===== config.mk =====
export PLATFORM = sky130hd
export DESIGN_NAME = adder_traffic_sched
export DESIGN_NICKNAME = d
export VERILOG_FILES = /design/src/rtl/adder_traffic_sched.sv
export SDC_FILE = /design/constraint.sdc
export NUM_CORES = 1
export LEC_CHECK = 0
export ABC_AREA = 1
export CAP_MARGIN = 20
export CORE_MARGIN = 4
export CORE_UTILIZATION = 45
export DETAILED_ROUTE_END_ITERATION = 8
export PLACE_DENSITY_LB_ADDON = 0.2
export SLEW_MARGIN = 20
export SYNTH_ARGS = -nofsm -noshare
export SYNTH_HDL_FRONTEND = slang
export SYNTH_SLANG_ARGS = --single-unit

===== constraint.sdc =====
create_clock -name clk -period 2.1 [get_ports clk]
set_clock_uncertainty 0.05 [all_clocks]
set_input_delay 0.42 -clock clk [delete_from_list [all_inputs] [get_ports clk]]
set_output_delay 0.42 -clock clk [all_outputs]
set_load 0.03 [all_outputs]

===== src/rtl/adder_traffic_sched.sv =====
// adder_traffic_sched: packetized operand generator for the shared N-bit adder.
// Sends cfg_pkts packets of cfg_payload flits with cfg_gap idle cycles after each
// packet, and folds the adder sum into a rotate-XOR signature.
// Optional build macro ADDER_SCHED_LFSR_EN: operands come from a 2N-bit Fibonacci
// LFSR (seeded all-ones at start, never reset per packet) instead of the
// thermometer fill/drain pattern.
// All outputs are registered and trail the FSM state by one cycle, so the first
// flit is visible one cycle after start is sampled and done one cycle after the
// last flit or gap cycle.
module adder_traffic_sched #(
  parameter int N   = 15,
  parameter int SEG = 4,
  parameter int CW  = 16
) (
  input  logic          clk,
  input  logic          rst_n,
  input  logic          start,
  input  logic          abort,
  input  logic [CW-1:0] cfg_pkts,
  input  logic [CW-1:0] cfg_payload,
  input  logic [CW-1:0] cfg_gap,
  input  logic [N-1:0]  sum_in,
  output logic [N-1:0]  op_a,
  output logic [N-1:0]  op_b,
  output logic          op_valid,
  output logic          busy,
  output logic          done,
  output logic [N-1:0]  sig
);

  localparam int W    = 2 * N;
  localparam int KMAX = ((W - 1) / SEG) * SEG;

  localparam logic [W-1:0] ONES        = '1;
  // SEG ones at the MSB end: first fill step
  localparam logic [W-1:0] FILL_FIRST  = ~(ONES >> SEG);
  // KMAX ones at the LSB end: first drain step
  localparam logic [W-1:0] DRAIN_FIRST = ONES >> (W - KMAX);

  typedef enum logic [1:0] {IDLE, SEND, GAP, DONE} state_t;

  // Thermometer step. Fill patterns always own the MSB and never bit 0 (KMAX < W);
  // drain patterns own bit 0 and never the MSB, so the MSB alone tells the phase.
  function automatic logic [W-1:0] therm_next(input logic [W-1:0] p);
    if (p == '0)          return FILL_FIRST;
    else if (p[W-1]) begin
      if (p[W-KMAX])      return DRAIN_FIRST;    // fill is full, flip to drain
      else                return p | (p >> SEG);
    end
    else                  return p >> SEG;       // drain; last step yields 0
  endfunction

`ifdef ADDER_SCHED_LFSR_EN
  // Maximal-length tap sets (1-based tap positions) for common widths.
  function automatic logic [W-1:0] tap_mask(input int w);
    logic [W-1:0] m;
    m = '0;
    case (w)
      16:      begin m[15] = 1'b1; m[14] = 1'b1; m[12] = 1'b1; m[3]  = 1'b1; end
      24:      begin m[23] = 1'b1; m[22] = 1'b1; m[21] = 1'b1; m[16] = 1'b1; end
      32:      begin m[31] = 1'b1; m[21] = 1'b1; m[1]  = 1'b1; m[0]  = 1'b1; end
      default: begin m[W-1] = 1'b1; m[5] = 1'b1; m[3] = 1'b1; m[0] = 1'b1; end
    endcase
    return m;
  endfunction

  localparam logic [W-1:0] TAPS = tap_mask(W);

  function automatic logic [W-1:0] lfsr_next(input logic [W-1:0] s);
    return {s[W-2:0], ^(s & TAPS)};
  endfunction

  localparam logic [W-1:0] SRC_START = ONES;
  localparam bit           PKT_RESET = 1'b0;
`else
  localparam logic [W-1:0] SRC_START = '0;
  localparam bit           PKT_RESET = 1'b1;
`endif

  state_t        state_q, state_d;
  logic [CW-1:0] pkts_q, pkts_d, payload_q, payload_d, gap_q, gap_d;
  logic [CW-1:0] pkt_cnt_q, pkt_cnt_d, flit_cnt_q, flit_cnt_d, gap_cnt_q, gap_cnt_d;
  logic [W-1:0]  pattern_q, pattern_d;
  logic [N-1:0]  op_a_q, op_a_d, op_b_q, op_b_d, sig_q, sig_d;
  logic          op_valid_q, op_valid_d, busy_q, busy_d, done_q, done_d;

  logic [W-1:0]  flit, src_adv;
  logic          last_pkt;

  // Flit to drive this SEND cycle and the source value to keep afterwards
  always_comb begin
`ifdef ADDER_SCHED_LFSR_EN
    flit    = pattern_q;
    src_adv = lfsr_next(pattern_q);
`else
    flit    = therm_next(pattern_q);
    src_adv = flit;
`endif
  end

  // Next-state, counters, registered outputs and signature
  always_comb begin
    state_d    = state_q;
    pkts_d     = pkts_q;
    payload_d  = payload_q;
    gap_d      = gap_q;
    pkt_cnt_d  = pkt_cnt_q;
    flit_cnt_d = flit_cnt_q;
    gap_cnt_d  = gap_cnt_q;
    pattern_d  = pattern_q;
    op_a_d     = op_a_q;
    op_b_d     = op_b_q;
    op_valid_d = 1'b0;
    busy_d     = (state_q != IDLE);
    done_d     = 1'b0;
    sig_d      = sig_q;
    last_pkt   = (pkt_cnt_q == pkts_q - CW'(1));

    // sum_in reflects the flit currently on op_a/op_b
    if (op_valid_q) sig_d = {sig_q[N-2:0], sig_q[N-1]} ^ sum_in;

    case (state_q)
      IDLE: begin
        if (start) begin
          pkts_d     = cfg_pkts;
          payload_d  = cfg_payload;
          gap_d      = cfg_gap;
          pkt_cnt_d  = '0;
          flit_cnt_d = '0;
          gap_cnt_d  = '0;
          pattern_d  = SRC_START;
          sig_d      = '0;
          state_d    = (cfg_pkts == '0 || cfg_payload == '0) ? DONE : SEND;
        end
      end
      SEND: begin
        op_valid_d = 1'b1;
        op_a_d     = flit[N-1:0];
        op_b_d     = flit[W-1:N];
        pattern_d  = src_adv;
        if (flit_cnt_q == payload_q - CW'(1)) begin
          flit_cnt_d = '0;
          if (gap_q != '0) begin
            state_d   = GAP;
            gap_cnt_d = '0;
          end else if (last_pkt) begin
            state_d = DONE;
          end else begin
            pkt_cnt_d = pkt_cnt_q + CW'(1);
            if (PKT_RESET) pattern_d = '0;
          end
        end else begin
          flit_cnt_d = flit_cnt_q + CW'(1);
        end
      end
      GAP: begin
        // op_a/op_b hold their last flit so the gap adds no toggle activity
        if (gap_cnt_q == gap_q - CW'(1)) begin
          gap_cnt_d = '0;
          if (last_pkt) begin
            state_d = DONE;
          end else begin
            state_d   = SEND;
            pkt_cnt_d = pkt_cnt_q + CW'(1);
            if (PKT_RESET) pattern_d = '0;
          end
        end else begin
          gap_cnt_d = gap_cnt_q + CW'(1);
        end
      end
      DONE: begin
        done_d  = 1'b1;
        state_d = IDLE;
      end
      default: state_d = IDLE;
    endcase

    // Abort wins over everything, including start; the signature is frozen
    if (abort) begin
      state_d    = IDLE;
      op_valid_d = 1'b0;
      op_a_d     = '0;
      op_b_d     = '0;
      busy_d     = 1'b0;
      done_d     = 1'b0;
      sig_d      = sig_q;
    end
  end

  // State and output registers with synchronous active-low reset
  always_ff @(posedge clk) begin
    if (!rst_n) begin
      state_q    <= IDLE;
      pkts_q     <= '0;
      payload_q  <= '0;
      gap_q      <= '0;
      pkt_cnt_q  <= '0;
      flit_cnt_q <= '0;
      gap_cnt_q  <= '0;
      pattern_q  <= '0;
      op_a_q     <= '0;
      op_b_q     <= '0;
      op_valid_q <= 1'b0;
      busy_q     <= 1'b0;
      done_q     <= 1'b0;
      sig_q      <= '0;
    end else begin
      state_q    <= state_d;
      pkts_q     <= pkts_d;
      payload_q  <= payload_d;
      gap_q      <= gap_d;
      pkt_cnt_q  <= pkt_cnt_d;
      flit_cnt_q <= flit_cnt_d;
      gap_cnt_q  <= gap_cnt_d;
      pattern_q  <= pattern_d;
      op_a_q     <= op_a_d;
      op_b_q     <= op_b_d;
      op_valid_q <= op_valid_d;
      busy_q     <= busy_d;
      done_q     <= done_d;
      sig_q      <= sig_d;
    end
  end

  assign op_a     = op_a_q;
  assign op_b     = op_b_q;
  assign op_valid = op_valid_q;
  assign busy     = busy_q;
  assign done     = done_q;
  assign sig      = sig_q;

endmodule


==> summary.md, run 1 <==
| Metric | Value |
|---|---|
| Status | `finished with violations` |
| Failing checks | `setup timing` |
| Tightest Pin Transition | `roughly 0.77 ns` |
| Number of hold buffers added after cts | `0` |
| Routed len/inst | `14.9 microns` |
| Number of buffers created by CTS | `17` |
| Library cell used as clock root buffer | `clkbuf_16` |
| Worst flop-to-flop path startpoint | `gap_q[0]` |
| Type of element capturing the critical path | `register` |
| Crit. Startpoint | `gap_q[0]` |
| Initial core utilization | `a little under half` |
| Initial DRT Pass Iterations | `5` |
| Vias in the first global route | `~10000` |
| Syn Area/Cell | `approximately 6.4 sq um` |
| LEAKAGE | `between 6 and 7 nW` |
| Yosys synthesis warning count | `0` |
| Min Tclk post-route | `approximately 2.5 ns` |
| Deepest level of the CTS H-tree | `4` |
| Ys flop type | `dfxtp_1` |
| Worst vdd rail ir drop | `slightly above 0.5 mV` |
| Detailed Route Iter0 Violations | `876` |
| Count of pins over their slew limit | `0` |
| Synthesized instance count | `between 1500 and 2000` |
| Remaining antenna violation count | `0` |
| Total via count in the routed design | `11412` |
| Clock tree sinks | `roughly 180` |
| Flop-to-flop setup slack | `-0.36 ns` |
| Min-Delay Startpoint | `rst_n` |
| Max-Slew Margin vs Limit | `48.7%` |
| Final period utilization | `117%` |
| P&R area growth vs syn | `44.4%` |
| Unrepaired setup endpoints after global routing | `true` |
| Max FO, Critical Path | `9` |
| Required time at the endpoint of the critical path | `around 2.4 ns` |
| Capture instance of the worst register-to-register path | `pattern_q[3]` |
| #FFs+latches synth | `between 150 and 200` |
| Latest clock arrival within the worst-skew pair | `roughly 0.45 ns` |
| # rows | `55` |
| Worst Path Arrival | `between 2 and 3 ns` |
| Post-Route Utilization | `approximately two thirds` |
| Critical path endpoint | `pattern_q[3]` |
| Post-synth EDFFs | `0` |
| Largest net degree at the start of global routing | `70` |
| Number of nets at the end of the flow | `1966` |
| Register-to-Register Path Depth | `17` |
| Critical Setup Path Class | `reg -> reg` |
| Vias per std cell | `just over 5` |
| Share of layout cells above drive strength 1 | `about 25%` |
| Die W | `roughly 160 microns` |
| Total of max-cap violations | `0` |
| Proportion of synthesized flip-flops having asynchronous set or reset | `0%` |
| Overall die area | `approximately 26000 sq um` |
| Power density normalized to cell area | `roughly 680 nW/um^2` |
| Post-route worst setup slack | `-0.364 ns` |
| CP Launch Type | `register` |
| Final estimated routing congestion in global placement | `roughly 0.91` |
| Net count of the mapped netlist | `approximately 1700` |
| Classification of the worst-slack hold path | `in -> reg` |
| Final HPWL DP | `roughly 21000 microns` |
| Clk buf depth | `2` |
| Top-level port count | `115` |
| Count of buffers inserted at the top-level ports | `around 110` |
| Synth cell types | `44` |
| Antenna violations before repair | `0` |
| Remaining DRCs | `0` |
| ANT cells | `0` |
| Final wirelength | `33000 microns` |
| Die height | `between 150 and 200 microns` |
| Global route overflow | `0` |
| Maximum clock rate | `between 400 and 500 MHz` |
| Summed instance area of the synthesized netlist | `~10000 sq um` |
| Post-CTS clock slew at the launch and capture registers of the worst setup and hold paths | `about 0.08 ns` |
| Overall Global Routing Usage | `about 23%` |
| Portion of the post-synthesis area used by sequential elements | `roughly a third` |
| Global-route wire length before repair | `50100 microns` |
| Post-layout power | `slightly above 10 mW` |
| CTS tree | `built` |
| Final hold violation count | `0` |
| Setup violators final | `80` |
| Area inside the core boundary | `around 23000 sq um` |
==> cell families after synthesis <==
kind of cell	share of synthesized area [%]
adders and majority gates	1.31
xor gates and xnor gates	6.85
buffers and inverters	9.44
and+or+nand+nor	36.8
DFF	33.6
AOI/OAI and AO/OA	12.0
==> final cells by class <==
class / instances / area, sq um
fill: 1929 / 7650
multi-input combinational: 1213 / 6890
sequential: 176 / 3540
timing repair buffer: 308 / 3020
inverter: 172 / 653
clock buffer: 17 / 425
tap: 313 / 392
clock inverter: 15 / 221
==> sequential cells by signal (all words and copies together) (netlist names) <==
register	flops
sig	15
op_a	15
gap_q	16
payload_q	16
op_b	15
gap_cnt_q	16
pattern_q	30
state_q	2
busy	1
flit_cnt_q	16
pkts_q	16
done	1
pkt_cnt_q	16
op_valid	1
==> stage by stage <==
stage                     cells  hold slack (ns)  worst slack [ns]  instance area (sq um)  TNS, ns
after detailed placement   2136            0.406            -0.272                  12900   -21.64
after global routing       2214            0.361            -0.484                  15100   -28.65
after CTS                  2191            0.333            -0.253                  14300   -14.36
after floorplan            1627            0.398           0.00230                  10500        0
final                      2214            0.351            -0.364                  15100   -18.72
after global placement     2136            0.402            -0.240                  12900   -19.10
==> critical path, stage by stage (launching register included) <==
cell and delay (ns):
dfxtp_2 0.34, inv_2 0.05, ha_4 0.27, inv_2 0.04, nand2_2 0.06, nand4_1 0.12
nor2_1 0.14, nand2_1 0.06, nor2_1 0.10, nand3_1 0.14, o21bai_4 0.25, nand3_2 0.14
nor2_4 0.15, buf_12 0.16, clkbuf_16 0.16, nand2_1 0.05, nand2_1 0.05, nor2_1 0.04
==> power breakdown <==
group	total, mW	internal, mW	switching [mW]
Clock	3.39	1.66	1.73
Combinational	3.24	1.43	1.81
Sequential	3.73	3.53	0.198
Total	10.4	6.62	3.74
==> worst min-delay path by stage <==
| stage | cells after the start | to |
|---|---|---|
| after floorplan | 2 | gap_q[13] |
| after global placement | 2 | op_a[0] |
| after detailed placement | 2 | op_b[0] |
| after CTS | 3 | pkts_q[13] |
| after global routing | 3 | pkts_q[14] |
| final | 3 | pkts_q[14] |
==> timing repair <==
item	4_1_cts	5_1_grt
setup endpoints to repair	87	83
resized for setup	104	159
gates cloned	5	9
pin swaps	37	86
buffers inserted	19	22
==> layout by cell type (no fill, tap or decap), types with 18 or more instances in the layout <==
master	netlist	layout
a21oi_1	123	94
a21oi_2	0	29
buf_12	0	18
buf_4	1	148
buf_6	10	19
clkbuf_16	0	24
clkdlybuf4s50_1	0	113
dfxtp_1	176	166
inv_1	163	155
nand2_1	421	374
nand2_2	10	36
nand2_4	1	21
nand3_1	100	66
nand3_2	5	29
nor2_1	240	208
nor2_2	17	40
nor2_4	9	18
o211ai_1	21	21
o21ai_0	79	76
xnor2_1	30	29
xor2_1	52	48
==> Yosys cell counts, types with 9 or more instances <==
master      n  share of area, %
nand2_1   421                15
nor2_1    240               8.6
dfxtp_1   176                34
inv_1     163               5.8
a21oi_1   123               5.9
nand3_1   100               4.8
o21ai_0    79               3.8
xor2_1     52               4.3
clkbuf_1   40               1.4
xnor2_1    30               2.5
o211ai_1   21               1.5
nor3_1     20              0.95
nor2_2     17               1.0
nand4_1    16              0.95
nor4_1     16              0.95
nand3b_1   12              0.86
ha_1       11               1.3
buf_6      10               1.1
nand2_2    10              0.60
nor2_4      9              0.97
==> routing by layer <==
layer  global-route usage, %  routed length, microns
met3                    4.72                    1940
met5                       0                       0
met2                    38.0                   15800
met4                    6.77                     648
met1                    30.7                   14600
Note: power is estimated with default switching activity, not from simulation.
==> run 2, diff against run 1 <==
- clock period: 2.1 -> 2.8 ns (I/O delays scaled with it)
==> run 2 against run 1 <==
  * The run now ends clean
  * Power decreased by 33%
  * Maximum frequency decreased by 1.6%
  * Worst setup slack improved by 0.66 ns
  * Wire length decreased by 17%
  * Count of clock-buffer cells in the layout unchanged
  * Clock power decreased by 27%
  * Sequential share of layout area increased by 4.8 points
  * First-iteration DRC count decreased by 18%
  * Critical path depth decreased by 6
  * Combinational power decreased by 49%
  * Critical path type unchanged
  * Largest power group unchanged
==> summary.md, run 2 (same netlist as run 1, synthesis figures left out) <==
| Metric | Value |
|---|---|
| Share of layout cells above drive strength 1 | `just over 7%` |
| Required time at the endpoint of the critical path | `between 3 and 4 ns` |
| Hold Worst Slack | `~0.42 ns` |
| Overall die area | `25800 sq um` |
| Maximum clock rate | `399 MHz` |
| Vias in the first global route | `approximately 9900` |
| Post-CTS clock slew at the launch and capture registers of the worst setup and hold paths | `roughly 0.090 ns` |
| Final period utilization | `~89%` |
| Sequential cell area in the final layout | `between 3000 and 4000 sq um` |
| Most frequent standard cell in the layout excluding fill and tap cells | `nand2_1` |
| Worst flop-to-flop path startpoint | `state_q[0]` |
| Classification of the worst-slack hold path | `reg -> reg` |
| Power density normalized to cell area | `roughly 550 nW/um^2` |
| ANT cells | `0` |
| Gates resized, CTS repair | `0` |
| Number of placed instances with taps included | `about 2000` |
| Worst Path Arrival | `2.81 ns` |
| Top-level port count | `approximately 120` |
| Setup violators final | `0` |
| Antenna violations before repair | `0` |
| LEAKAGE | `5.26 nW` |
| Area inside the core boundary | `around 23000 sq um` |
| Largest net degree at the start of global routing | `94` |
| # rows | `55` |
| Flop-to-flop setup slack | `approximately 0.3 ns` |
| Overall Global Routing Usage | `a little over a fifth` |
| Max-Slew Margin vs Limit | `a little under half` |
| Library cell used as clock root buffer | `clkbuf_16` |
| Area occupied by multi-input gates | `approximately 6000 sq um` |
| Crit. Startpoint | `state_q[0]` |
| Count of pins over their slew limit | `0` |
| Unrepaired setup endpoints after global routing | `false` |
| Register-to-Register Path Depth | `11` |
| Routed len/inst | `between 10 and 15 microns` |
| Min Tclk post-route | `2.51 ns` |
| Capture instance of the worst register-to-register path | `flit_cnt_q[15]` |
| Register with the highest flop count | `pattern_q` |
| Global-route wire length before repair | `roughly 46000 microns` |
| Final-layout setup total negative slack | `0 ns` |
| Final hold violation count | `0` |
| Final cell count without fillers | `2045` |
| Initial core utilization | `46.0%` |
| Type of element capturing the critical path | `register` |
| Critical path endpoint | `flit_cnt_q[15]` |
| Number of nets at the end of the flow | `around 1800` |
| Global route overflow | `0` |
| Post-Route Utilization | `about 55%` |
| CP Launch Type | `register` |
| Number of hold buffers added after cts | `0` |
| Detailed Route Iter0 Violations | `722` |
| Remaining DRCs | `0` |
| Post-CTS setup buffer count | `0` |
| Final HPWL DP | `between 20000 and 25000 microns` |
| Number of buffers created by CTS | `17` |
| Clk buf depth | `2` |
| Vias per std cell | `a little over 5` |
| Highest-count cells in the layout ignoring fill and taps | `nand2_1 (420), nor2_1 (240), dfxtp_1 (176)` |
| Total via count in the routed design | `between 10000 and 15000` |
| P&R area growth vs syn | `19.5%` |
| Worst vdd rail ir drop | `roughly 0.35 mV` |
| Number of flip-flops under the largest register name | `30` |
| Latest clock arrival within the worst-skew pair | `0.45 ns` |
| Die W | `approximately 160 microns` |
| Status | `completed` |
| Post-layout power | `between 6 and 7 mW` |
| Final wirelength | `around 27000 microns` |
| Count of buffers inserted at the top-level ports | `114` |
| Deepest level of the CTS H-tree | `4` |
| CTS tree | `built` |
| Tightest Pin Transition | `a little over 0.8 ns` |
| Initial DRT Pass Iterations | `6` |
| Critical Setup Path Class | `reg -> reg` |
| Total of max-cap violations | `0` |
| Final estimated routing congestion in global placement | `~0.9` |
| Filler cells | `around 2300` |
| Max FO, Critical Path | `8` |
| Clock tree sinks | `176` |
| Die height | `around 160 microns` |
| Remaining antenna violation count | `0` |
[run 2: critical path, stage by stage (launching register included)]
cell,delay [ns]
dfxtp_1,0.40
inv_1,0.08
ha_1,0.28
o21ai_2,0.36
nand3_1,0.20
nor2_1,0.12
nand2_1,0.07
nor2_1,0.17
nand4_1,0.17
nor3_2,0.21
a21oi_1,0.10
nor3_1,0.19
[run 2: per-layer routing]
layer  wire length [microns]  vias to the layer above  GRT usage (%)  part of all wire [%]
met5                       0                        -              0                     0
met2                   12100                      242           34.2                    44
met4                     534                        0           7.04                   1.9
met3                    1580                       42           4.57                   5.8
met1                   13200                     4667           28.6                    48
li1                        -                     5365              -                     -
[run 2: area by class of cell]
class                      instances  area share, %
sequential                       176           28.1
multi-input combinational       1212           47.7
clock buffer                      17           3.40
tap                              313           3.13
timing repair buffer             140           10.8
inverter                         172           5.16
clock inverter                    15           1.68
[run 2: through the flow]
step                      instance area (sq um)  setup WS (ns)
after floorplan                           10500          0.696
after detailed placement                  11900          0.165
after global placement                    11900          0.236
after global routing                      12500         0.0384
final                                     12500          0.295
after CTS                                 12500          0.282
[run 2: power by group]
part / switching [mW] / internal (mW)
logic: 1.03 / 0.617
registers: 0.149 / 2.65
clock network: 1.25 / 1.23
total: 2.43 / 4.50
[run 2: how the worst min path moves through the flow]
stage	start	end	slack, ns	depth (start not counted)
finish	op_b[3]	op_b[3]	0.42	2
floorplan	gap_q[13]	gap_q[13]	0.40	2
global placement	op_b[10]	op_b[10]	0.40	2
CTS	op_a[14]	op_a[14]	0.42	2
global route	op_a[14]	op_a[14]	0.43	2
detailed placement	op_a[14]	op_a[14]	0.40	2
==> run 3, diff against run 2 <==
- SETUP_SLACK_MARGIN: default -> 0.3
==> run 3 against run 2 <==
  * First-iteration DRC count rose by 1.1%
  * Highest routed layer unchanged
  * Via count rose by 1.9%
  * Non-clock buffer count rose by 25
  * Worst setup slack improved by 0.097 ns
  * Flip-flop and latch count did not move
  * Global-route usage barely moved
  * Wire length rose by 4.8%
  * Sequential power barely moved
==> summary.md, run 3 (same netlist as run 1, synthesis figures left out) <==
| Metric | Value |
|---|---|
| Status | `completed` |
| Highest-count cells in the layout ignoring fill and taps | `nand2_1 (406), nor2_1 (229), dfxtp_1 (170)` |
| Int Power | `roughly 4.6 mW` |
| Area inside the core boundary | `around 23000 sq um` |
| Highest metal layer with signal wires | `met4` |
| Post-route worst setup slack | `~0.39 ns` |
| Overall Global Routing Usage | `around a fifth` |
| Clock tree sinks | `roughly 180` |
| Post-Place Setup Slack | `around 0.16 ns` |
| Die height | `161 microns` |
| Number of placed instances with taps included | `roughly 2000` |
| Largest net degree at the start of global routing | `between 90 and 100` |
| ANT cells | `0` |
| CTS tree | `built` |
| Cells along the critical path | `nor2_2, nand2_2, nor2_4, nand2_1, nand2_1, nand2_1, nor2_1, nand3_2, o21bai_4, nand3_2, nor2_4, buf_12, clkbuf_16, nand2_1, nand2_1, nor2_1` |
| Crit path largest cell delay | `~0.38 ns` |
| # rows | `55` |
| Number of flip-flops under the largest register name | `30` |
| Post-CTS clock slew at the launch and capture registers of the worst setup and hold paths | `0.09 ns` |
| Clock group share of total power | `roughly a third` |
| Antenna violations before repair | `0` |
| Initial DRT Pass Iterations | `5` |
| Register with the highest flop count | `pattern_q` |
| Switching Share | `between 30 and 40%` |
| Slowest cell on the critical path | `dfxtp_1` |
| Type of element capturing the critical path | `register` |
| Setup violators final | `0` |
| Wire length on met2 | `12900 microns` |
| Remaining antenna violation count | `0` |
| Final-layout setup total negative slack | `0 ns` |
| Total of max-cap violations | `0` |
| DR WL met3 | `approximately 1700 microns` |
| Max-Slew Margin vs Limit | `roughly half` |
| Final cell count without fillers | `between 2000 and 2500` |
| Filler cells | `between 2000 and 2500` |
| Critical Setup Path Class | `reg -> reg` |
| Maximum clock rate | `~420 MHz` |
| Most frequent standard cell in the layout excluding fill and tap cells | `nand2_1` |
| Final period utilization | `~86%` |
| Global-route wire length before repair | `around 46000 microns` |
| Share of layout cells above drive strength 1 | `roughly 11%` |
| Post-Route M1 WL | `13700 microns` |
| Worst Path Arrival | `2.70 ns` |
| Count of buffers inserted at the top-level ports | `~110` |
| Final hold violation count | `0` |
| Global route overflow | `0` |
| Clk buf depth | `2` |
| Vias per std cell | `5.08` |
| Power density normalized to cell area | `approximately 550 nW/um^2` |
| LEAKAGE | `between 5 and 6 nW` |
| Max FO, Critical Path | `15` |
| Combinational group share of total power | `a little over a quarter` |
| Sequential share of power | `39.0%` |
| Deepest level of the CTS H-tree | `4` |
| Detailed Route Iter0 Violations | `730` |
| Vias in the first global route | `slightly below 10000` |
| P&R area growth vs syn | `24.3%` |
| Number of buffers created by CTS | `17` |
| Classification of the worst-slack hold path | `reg -> reg` |
| Hold Worst Slack | `around 0.41 ns` |
| Overall die area | `25800 sq um` |
| Number of nets at the end of the flow | `roughly 1800` |
| Routed len/inst | `about 14 microns` |
| Count of pins over their slew limit | `0` |
| Worst vdd rail ir drop | `between 0.3 and 0.4 mV` |
| Latest clock arrival within the worst-skew pair | `between 0.4 and 0.5 ns` |
| Library cell used as clock root buffer | `clkbuf_16` |
| Die W | `approximately 160 microns` |
| Final HPWL DP | `between 20000 and 25000 microns` |
| Psw | `about 2.5 mW` |
| CP most frequent cell | `nand2_1` |
| Required time at the endpoint of the critical path | `roughly 3.1 ns` |
| Unrepaired setup endpoints after global routing | `true` |
| Final estimated routing congestion in global placement | `about 0.9` |
| Initial core utilization | `between 40% and 50%` |
| Total via count in the routed design | `10514` |
| Remaining DRCs | `0` |
| Final wirelength | `28700 microns` |
| CP Launch Type | `register` |
| Tightest Pin Transition | `between 0.7 and 0.8 ns` |
| Post-Route Utilization | `~57%` |
| Min Tclk post-route | `between 2 and 2.5 ns` |
| Top-level port count | `around 120` |
run 3: changes by cell type in the layout (fill, tap and decap cells not counted), sizes merged:
cell    previous run  this run
buf               27        49
clkbuf            17        20
clkinv            13        12
inv              173       174
nor2             267       268
run 3: per-layer routing:
metal  vias to the layer above  track usage, %
met5                         -               0
met4                         0            7.08
met3                        42            4.57
met2                       261            34.2
met1                      4789            28.6
li1                       5422               -
run 3: stage by stage:
stage               cell area [sq um]  total power [mW]
floorplan                       10500              4.08
global placement                11900              4.46
detailed placement              11900              4.49
CTS                             12500              6.98
global route                    13000              7.58
finish                          13000              7.18
run 3: path summary, 6_finish.rpt:
kind | start | end | slack, ns | cells after the start
min reg2reg | op_a[14] | op_a[14] | 0.41 | 2
max | gap_q[5] | pattern_q[26] | 0.39 | 16
min | op_a[14] | op_a[14] | 0.41 | 2
max reg2reg | gap_q[5] | pattern_q[26] | 0.39 | 16
run 3: layout make-up:
type / count / area (sq um) / share of cell area [%]
clock inverter: 15 / 210 / 1.61
timing repair buffer: 165 / 1620 / 12.4
clock buffer: 17 / 425 / 3.27
tap: 313 / 392 / 3.01
multi-input combinational: 1213 / 6200 / 47.6
inverter: 172 / 651 / 4.99
sequential: 176 / 3530 / 27.1
run 3: critical path, delay by kind of cell, from the launching register on:
kind,cells,cell delay [ns]
simple gates,13,1.32
flops,1,0.38
buf+inv,2,0.31
compound gates,1,0.23
run 3: repair_timing:
item                                   CTS  global route
setup buffers                            0            20
resized for setup                        1            67
setup endpoints to repair                1            73
pin swaps                                0            22
hold buffers                             0             0
gates cloned                             0             6
endpoints found under the hold margin    0             0
run 3: power groups by stage:
| stage | combinational (mW) | sequential (mW) | clock (mW) |
|---|---|---|---|
| global route | 2.12 | 2.83 | 2.63 |
| finish | 1.89 | 2.80 | 2.49 |
| detailed placement | 1.64 | 2.85 | 0 |
| CTS | 1.65 | 2.79 | 2.53 |
| floorplan | 1.25 | 2.83 | 0 |
| global placement | 1.61 | 2.85 | 0 |
